===== src/rtl/adder_arbiter.sv =====
// Round-robin arbiter that shares one adder among NREQ requesters. The result goes into a
// one-deep response slot. Defining ADDER_ARB_OVF_EN adds the signed-overflow output resp_ovf.
module adder_arbiter #(
  parameter int NREQ  = 4,
  parameter int WIDTH = 32,
  parameter int IDW   = 2
) (
  input  logic                  clk,
  input  logic                  reset_n,
  input  logic [NREQ-1:0]       req_valid,
  output logic [NREQ-1:0]       req_ready,
  input  logic [NREQ*WIDTH-1:0] req_a,
  input  logic [NREQ*WIDTH-1:0] req_b,
  output logic                  resp_valid,
  input  logic                  resp_ready,
  output logic [IDW-1:0]        resp_id,
  output logic [WIDTH-1:0]      resp_sum,
  output logic                  resp_cout
`ifdef ADDER_ARB_OVF_EN
  ,
  output logic                  resp_ovf
`endif
);

  typedef enum logic {EMPTY = 1'b0, FULL = 1'b1} slot_e;

  slot_e            slot_q, slot_d;
  logic [IDW-1:0]   rr_ptr_q, rr_ptr_d;
  logic [IDW-1:0]   resp_id_q, resp_id_d;
  logic [WIDTH-1:0] sum_q, sum_d;
  logic             cout_q, cout_d;
  logic             slot_free;
  logic             gnt_any;
  logic [IDW-1:0]   gnt_idx;
  logic [WIDTH-1:0] op_a, op_b;
  logic [WIDTH:0]   raw_sum;

  // The slot can accept a result when it is empty or is being drained this cycle.
  assign slot_free = (slot_q == EMPTY) || resp_ready;

  // Search for the first valid requester, starting at rr_ptr and wrapping modulo NREQ.
  always_comb begin : grant_search
    int             cand;
    logic [IDW-1:0] cand_idx;
    req_ready = '0;
    gnt_any   = 1'b0;
    gnt_idx   = '0;
    cand      = 0;
    cand_idx  = '0;
    for (int k = 0; k < NREQ; k++) begin
      cand = int'(rr_ptr_q) + k;
      if (cand >= NREQ) cand = cand - NREQ;
      cand_idx = IDW'(cand);
      if (!gnt_any && slot_free && req_valid[cand_idx]) begin
        req_ready[cand_idx] = 1'b1;
        gnt_idx             = cand_idx;
        gnt_any             = 1'b1;
      end
    end
  end

  always_comb begin : operand_mux
    op_a = '0;
    op_b = '0;
    for (int i = 0; i < NREQ; i++) begin
      if (req_ready[i]) begin
        op_a = req_a[i*WIDTH +: WIDTH];
        op_b = req_b[i*WIDTH +: WIDTH];
      end
    end
  end

  assign raw_sum = {1'b0, op_a} + {1'b0, op_b};

`ifdef ADDER_ARB_OVF_EN
  logic ovf_q, ovf_d;
`endif

  always_comb begin : next_state
    slot_d    = slot_q;
    rr_ptr_d  = rr_ptr_q;
    resp_id_d = resp_id_q;
    sum_d     = sum_q;
    cout_d    = cout_q;
`ifdef ADDER_ARB_OVF_EN
    ovf_d     = ovf_q;
`endif
    if (gnt_any) begin
      slot_d    = FULL;
      resp_id_d = gnt_idx;
      sum_d     = raw_sum[WIDTH-1:0];
      cout_d    = raw_sum[WIDTH];
      rr_ptr_d  = (gnt_idx == IDW'(NREQ-1)) ? '0 : gnt_idx + IDW'(1);
`ifdef ADDER_ARB_OVF_EN
      ovf_d     = (op_a[WIDTH-1] == op_b[WIDTH-1]) && (raw_sum[WIDTH-1] != op_a[WIDTH-1]);
`endif
    end else if (resp_ready) begin
      slot_d = EMPTY;
    end
  end

  always_ff @(posedge clk or negedge reset_n) begin
    if (!reset_n) begin
      slot_q    <= EMPTY;
      rr_ptr_q  <= '0;
      resp_id_q <= '0;
      sum_q     <= '0;
      cout_q    <= 1'b0;
`ifdef ADDER_ARB_OVF_EN
      ovf_q     <= 1'b0;
`endif
    end else begin
      slot_q    <= slot_d;
      rr_ptr_q  <= rr_ptr_d;
      resp_id_q <= resp_id_d;
      sum_q     <= sum_d;
      cout_q    <= cout_d;
`ifdef ADDER_ARB_OVF_EN
      ovf_q     <= ovf_d;
`endif
    end
  end

  assign resp_valid = (slot_q == FULL);
  assign resp_id    = resp_id_q;
  assign resp_sum   = sum_q;
  assign resp_cout  = cout_q;
`ifdef ADDER_ARB_OVF_EN
  assign resp_ovf   = ovf_q;
`endif

endmodule


===== config.mk =====
export PLATFORM = sky130hd
export DESIGN_NAME = adder_arbiter
export DESIGN_NICKNAME = d
export VERILOG_FILES = /design/src/rtl/adder_arbiter.sv
export SDC_FILE = /design/constraint.sdc
export NUM_CORES = 1
export LEC_CHECK = 0
export CAP_MARGIN = 20
export CELL_PAD_IN_SITES_DETAIL_PLACEMENT = 1
export CELL_PAD_IN_SITES_GLOBAL_PLACEMENT = 2
export CORE_AREA = 5 5 126 128
export DETAILED_ROUTE_END_ITERATION = 6
export DIE_AREA = 0 0 131 133
export DONT_BUFFER_PORTS = 1
export PLACE_DENSITY_LB_ADDON = 0.2
export SETUP_SLACK_MARGIN = 0.15
export SYNTH_ARGS = -nofsm -noshare
export SYNTH_HDL_FRONTEND = slang
export SYNTH_SLANG_ARGS = --single-unit

===== constraint.sdc =====
create_clock -name clk -period 7.4 [get_ports clk]
set_input_delay 1.11 -clock clk [delete_from_list [all_inputs] [get_ports clk]]
set_output_delay 1.11 -clock clk [all_outputs]
set_load 0.01 [all_outputs]

# == Word-level counts from Yosys, hierarchy flattened ==
# Cells that the tools add are included.
# op_classes
reduce_logical,16
magnitude_cmp,12
n_bitwise,4
mux,43
addsub,9
n_eq_ne,1
# op_table
op,count
$mux 32,8
$add 32x32->33,1
$mux 2,9
$mux 4,4
$mux 1,14
$lt 2x3->1 const B,4
$or 4x4->4,3
$logic_and 1x1->1,11
$ge 3x3->1 const B,3
$bmux 1 s2,4
$demux 1 s2,4
$ge 2x1->1 const B,4
$sub 2x1->2 const B,4
$add 2x2->3 const B,2
$add 2x1->3 const B,1
$ge 2x3->1 const B,1
$logic_not 1->1,3
$add 2x1->2 const B,1
$eq 2x2->1 const B,1
$reduce_bool 2->1,1
$logic_or 1x1->1,1
$not 1->1,1
# totals
out_inout_bits,40
regBits,38
wordCells,90
inputBits,263

# == Longest topological paths before layout ==
# logic_depth
ltp_word,23
mapped_depth,23
mapped_depth_nobuf,20

# == Worst setup path before layout ==
# No wires, ideal clock.
# synth_path
kind,input -> register
startpoint,input req_valid[2]
endpoint,"register cout_q, in the netlist resp_cout"
path_slack_ns,1.805
arrival_ns,5.461
stages,20
setup_ns,0.134
required_ns,7.266
n_path_buf,2
path_cell_list,mux4_2 -> nor2b_4 -> a22oi_1 -> nor2_1 -> a221o_1 -> nand2b_1 -> buf_2 -> clkbuf_1 -> a221oi_1 -> nor2_1 -> ha_1 -> fa_1 -> a21o_1 -> a311o_1 -> nor4b_1 -> o31ai_1 -> o211a_1 -> o21bai_1 -> a2111oi_0 -> nor3_1
# synth_between
word_cells_on_any_way,38
classes_between,1 x add/sub; 24 x mux; 3 x bitwise; 10 x reduce/logical
# synth_rtl
element,line,source
"start, declared",10,"input logic [NREQ-1:0] req_valid,"
$bmux 1 s2,54,if (!gnt_any && slot_free && req_valid[cand_idx]) begin
$mux 1 (not written as such),54,
$logic_and 1x1->1,54,
$mux 1,54,
$logic_not 1->1,54,
$logic_and 1x1->1 (2 in series),54,
$mux 1,54,
$logic_not 1->1,54,
$logic_and 1x1->1 (2 in series),54,
$mux 1,54,
$logic_not 1->1,54,
$logic_and 1x1->1 (2 in series),54,
$mux 4 *,54,
via req_ready[2],11,"output logic [NREQ-1:0] req_ready,"
$mux 32 (2 in series),66,if (req_ready[i]) begin
$add 32x32->33 *,73,"assign raw_sum = {1'b0, op_a} + {1'b0, op_b};"
"end signal, assigned",117,cout_q <= cout_d;
"end, declared",31,"logic cout_q, cout_d;"
# Mark *: on every way through the listed nets, which the timed path passes. The rest lies on a longest branch. The select of a mux whose other input is x is not followed.
# A chain may end at the register's enable or synchronous reset.

==> flow_summary.yaml <==
outcome:
  outcome: "finished clean"
synth:
  ys_seq_area_frac: 0.200
  synth-main-ff-cell: "dfrtp_1"
  netlist_instances: 627
  ys_warn_count: 0
  synth_seq_cells: 38
  synthesis.area_um2: 4750
  synthArstFlopShare: 1.00
  syn_avg_cell_area_um2: 7.57
  synth_top_cell_by_area: "dfrtp_1"
  synth_edf_count: 0
  postSynthNetCount: 930
  yosysUniqueCellTypes: 64
  synthTopCellsByArea: "dfrtp_1, a221oi_1, ha_1"
  synth_top_area_frac: 0.200
floorplan:
  die_w_um: 131
  start_util: 0.322
  dieArea_um2: 17400
  io_pins: 303
  rows: 45
  coreArea_um2: 14800
  die_y_um: 133
worst_setup_path:
  required_ps: 7560
  worstSetupEndpointType: "flop"
  crit_arrival_ps: 6800
  worstPathMaxFanout: 45
  cp-start-kind: "flop"
  path_class: "reg2reg"
placed_design:
  finalWeightedCongestion: 0.892
  portBuffers: 0
  place_area_um2: 4840
  placedCellCount: 771
  post-place-ws_ps: 693
  hpwl_um: 17700
sta:
  fin_ws_ps: 764
  report.final.setup_viol: 0
  fin_setup_tns_ps: 0
  hold_viol: 0
  finClkSkew_ps: 6.54
  final.period_utilization: 0.897
  min_period_ps: 6640
  fmax_mhz: 151
  rsz0062_at_grt: "no"
  report.final.slew_viol_count: 0
  tightestPinTransition_ps: 1100
  max-slew-margin-rel: 0.262
global_routing:
  grt_remaining_overflow: 0
  grt_use_total: 0.240
  grt_antenna_before_repair: 1
  grt_max_degree: 66
  grt_pass1_vias: 5306
  grt_pass1_wl_um: 32000
clock_tree:
  path_clk_slew_ps: 60
  clk_latency_ps: 290
  cts_sinks: 38
  cts_buffers: 5
  clock_path_buffers: 2
  cts_tree: "yes"
  root_buffer: "clkbuf_16"
  htree_levels: 2
  hold_buffers: 0
drt:
  firstDrtPassIters: 5
  wl_um: 21900
  wl_met1_um: 8950
  postRouteAntennaNets: 0
  vias: 5155
  routedWlPerCell_um: 28.0
  wl_met2_um: 11200
  vias_per_cell: 6.61
  wl_met3_um: 1310
  drc: 0
  drt-initial-drc-count: 271
  highest_layer: "met5"
final_layout:
  final_nets: 893
  syn_to_final_growth_pct: 5.22
  drive_above_1_share: 0.0541
  fill_cells: 1817
  final_area_um2: 4990
  finalNonFillerCells: 780
worst_hold_path:
  hold_class: "in2async"
flow_run:
  cap_viol_max_count: 0
flip-flops by register name (all words and copies together), names as in the netlist, named ones only:
register / cells
resp_sum: 32
resp_id: 2
resp_cout: 1
resp_valid: 1
rr_ptr_q: 1
critical path, cell delays in order, from the launching register on:
cell,delay [ps]
dfrtp_1,640
inv_1,220
ha_1,430
mux4_2,380
nor2_1,170
a21boi_2,280
a221o_1,330
nor2b_4,940
buf_4,410
a221oi_1,120
nor2_1,270
ha_1,400
and3_1,200
a221o_1,330
o31ai_1,530
o211a_1,250
o21bai_1,100
a2111oi_0,420
nor3_1,80
kinds of logic after synthesis:
group           count (synthesis)  synth area share
compound gates                264             0.389
xor+xnor                       28            0.0517
fa+ha+maj                      40             0.107
buf+inv                        58            0.0506
flops                          38             0.200
mux                             7            0.0229
simple gates                  192             0.178
cells in the mapped netlist, types with 6 or more instances:
library cell,number
nor2_1,83
a221oi_1,64
o22ai_1,64
nand2_1,58
ha_1,39
o21ai_0,39
dfrtp_1,38
a21oi_1,32
clkbuf_1,32
xor2_1,17
a21o_1,16
buf_2,15
xnor2_1,11
nand3_1,9
inv_1,6
nand2b_1,6
nor3_1,6
area by class of cell:
class | instances | area (um2) | area share
inverters | 7 | 26.3 | 0.00526
repair buffers | 7 | 52.6 | 0.0105
clock inverters | 2 | 12.5 | 0.00251
well taps | 188 | 235 | 0.0471
diodes | 1 | 2.50 | 0.000501
flip-flops and latches | 38 | 951 | 0.190
multi-input cells | 531 | 3580 | 0.716
clock buffers | 6 | 139 | 0.0278
placed cells by master, fill, tap and decap left out, types with 5 or more instances in the layout:
cell and instances:
dfrtp_1 38, and3_1 5, nand4_1 5, nor3_1 6, inv_1 6, nand2_1 57
o21a_1 5, o22ai_1 64, ha_1 39, o21ai_0 39, xnor2_1 11, nand2b_1 5
xor2_1 17, nand3_1 9, nor2_1 83, clkbuf_16 5, a21oi_1 32, buf_4 7
a211oi_1 5, a221oi_1 64, a21o_1 15
final timing paths:
check	start	end	slack, ps	cells after the start
min in group clk	resp_sum[1]	resp_sum[1]	550	2
max in group asynchronous	reset_n	resp_sum[27]	6780	0
setup / recovery	flop	resp_cout	760	18
hold reg to reg	resp_sum[1]	resp_sum[1]	550	2
hold / removal	reset_n	resp_valid	510	0
setup reg to reg	flop	resp_cout	760	18
routing by layer:
metal  vias up  GRT usage
li1       2374          -
met1      2538      0.302
met2       215      0.420
met3        26     0.0476
met4         2     0.0549
met5         -          0
timing repair:
item / in CTS / in global routing
endpoints found under the setup margin: 0 / 1
gates resized for setup: 0 / 1
setup buffers: 0 / 0
stage by stage:
step,hold WS (ps),util
after CTS,508,0.338
after global placement,530,0.328
after floorplan,507,-
after global routing,504,0.338
final,514,0.339
after detailed placement,538,0.328
Power is not shown: default switching activity piles up to over one toggle a cycle in this logic, so the estimate is an artifact.
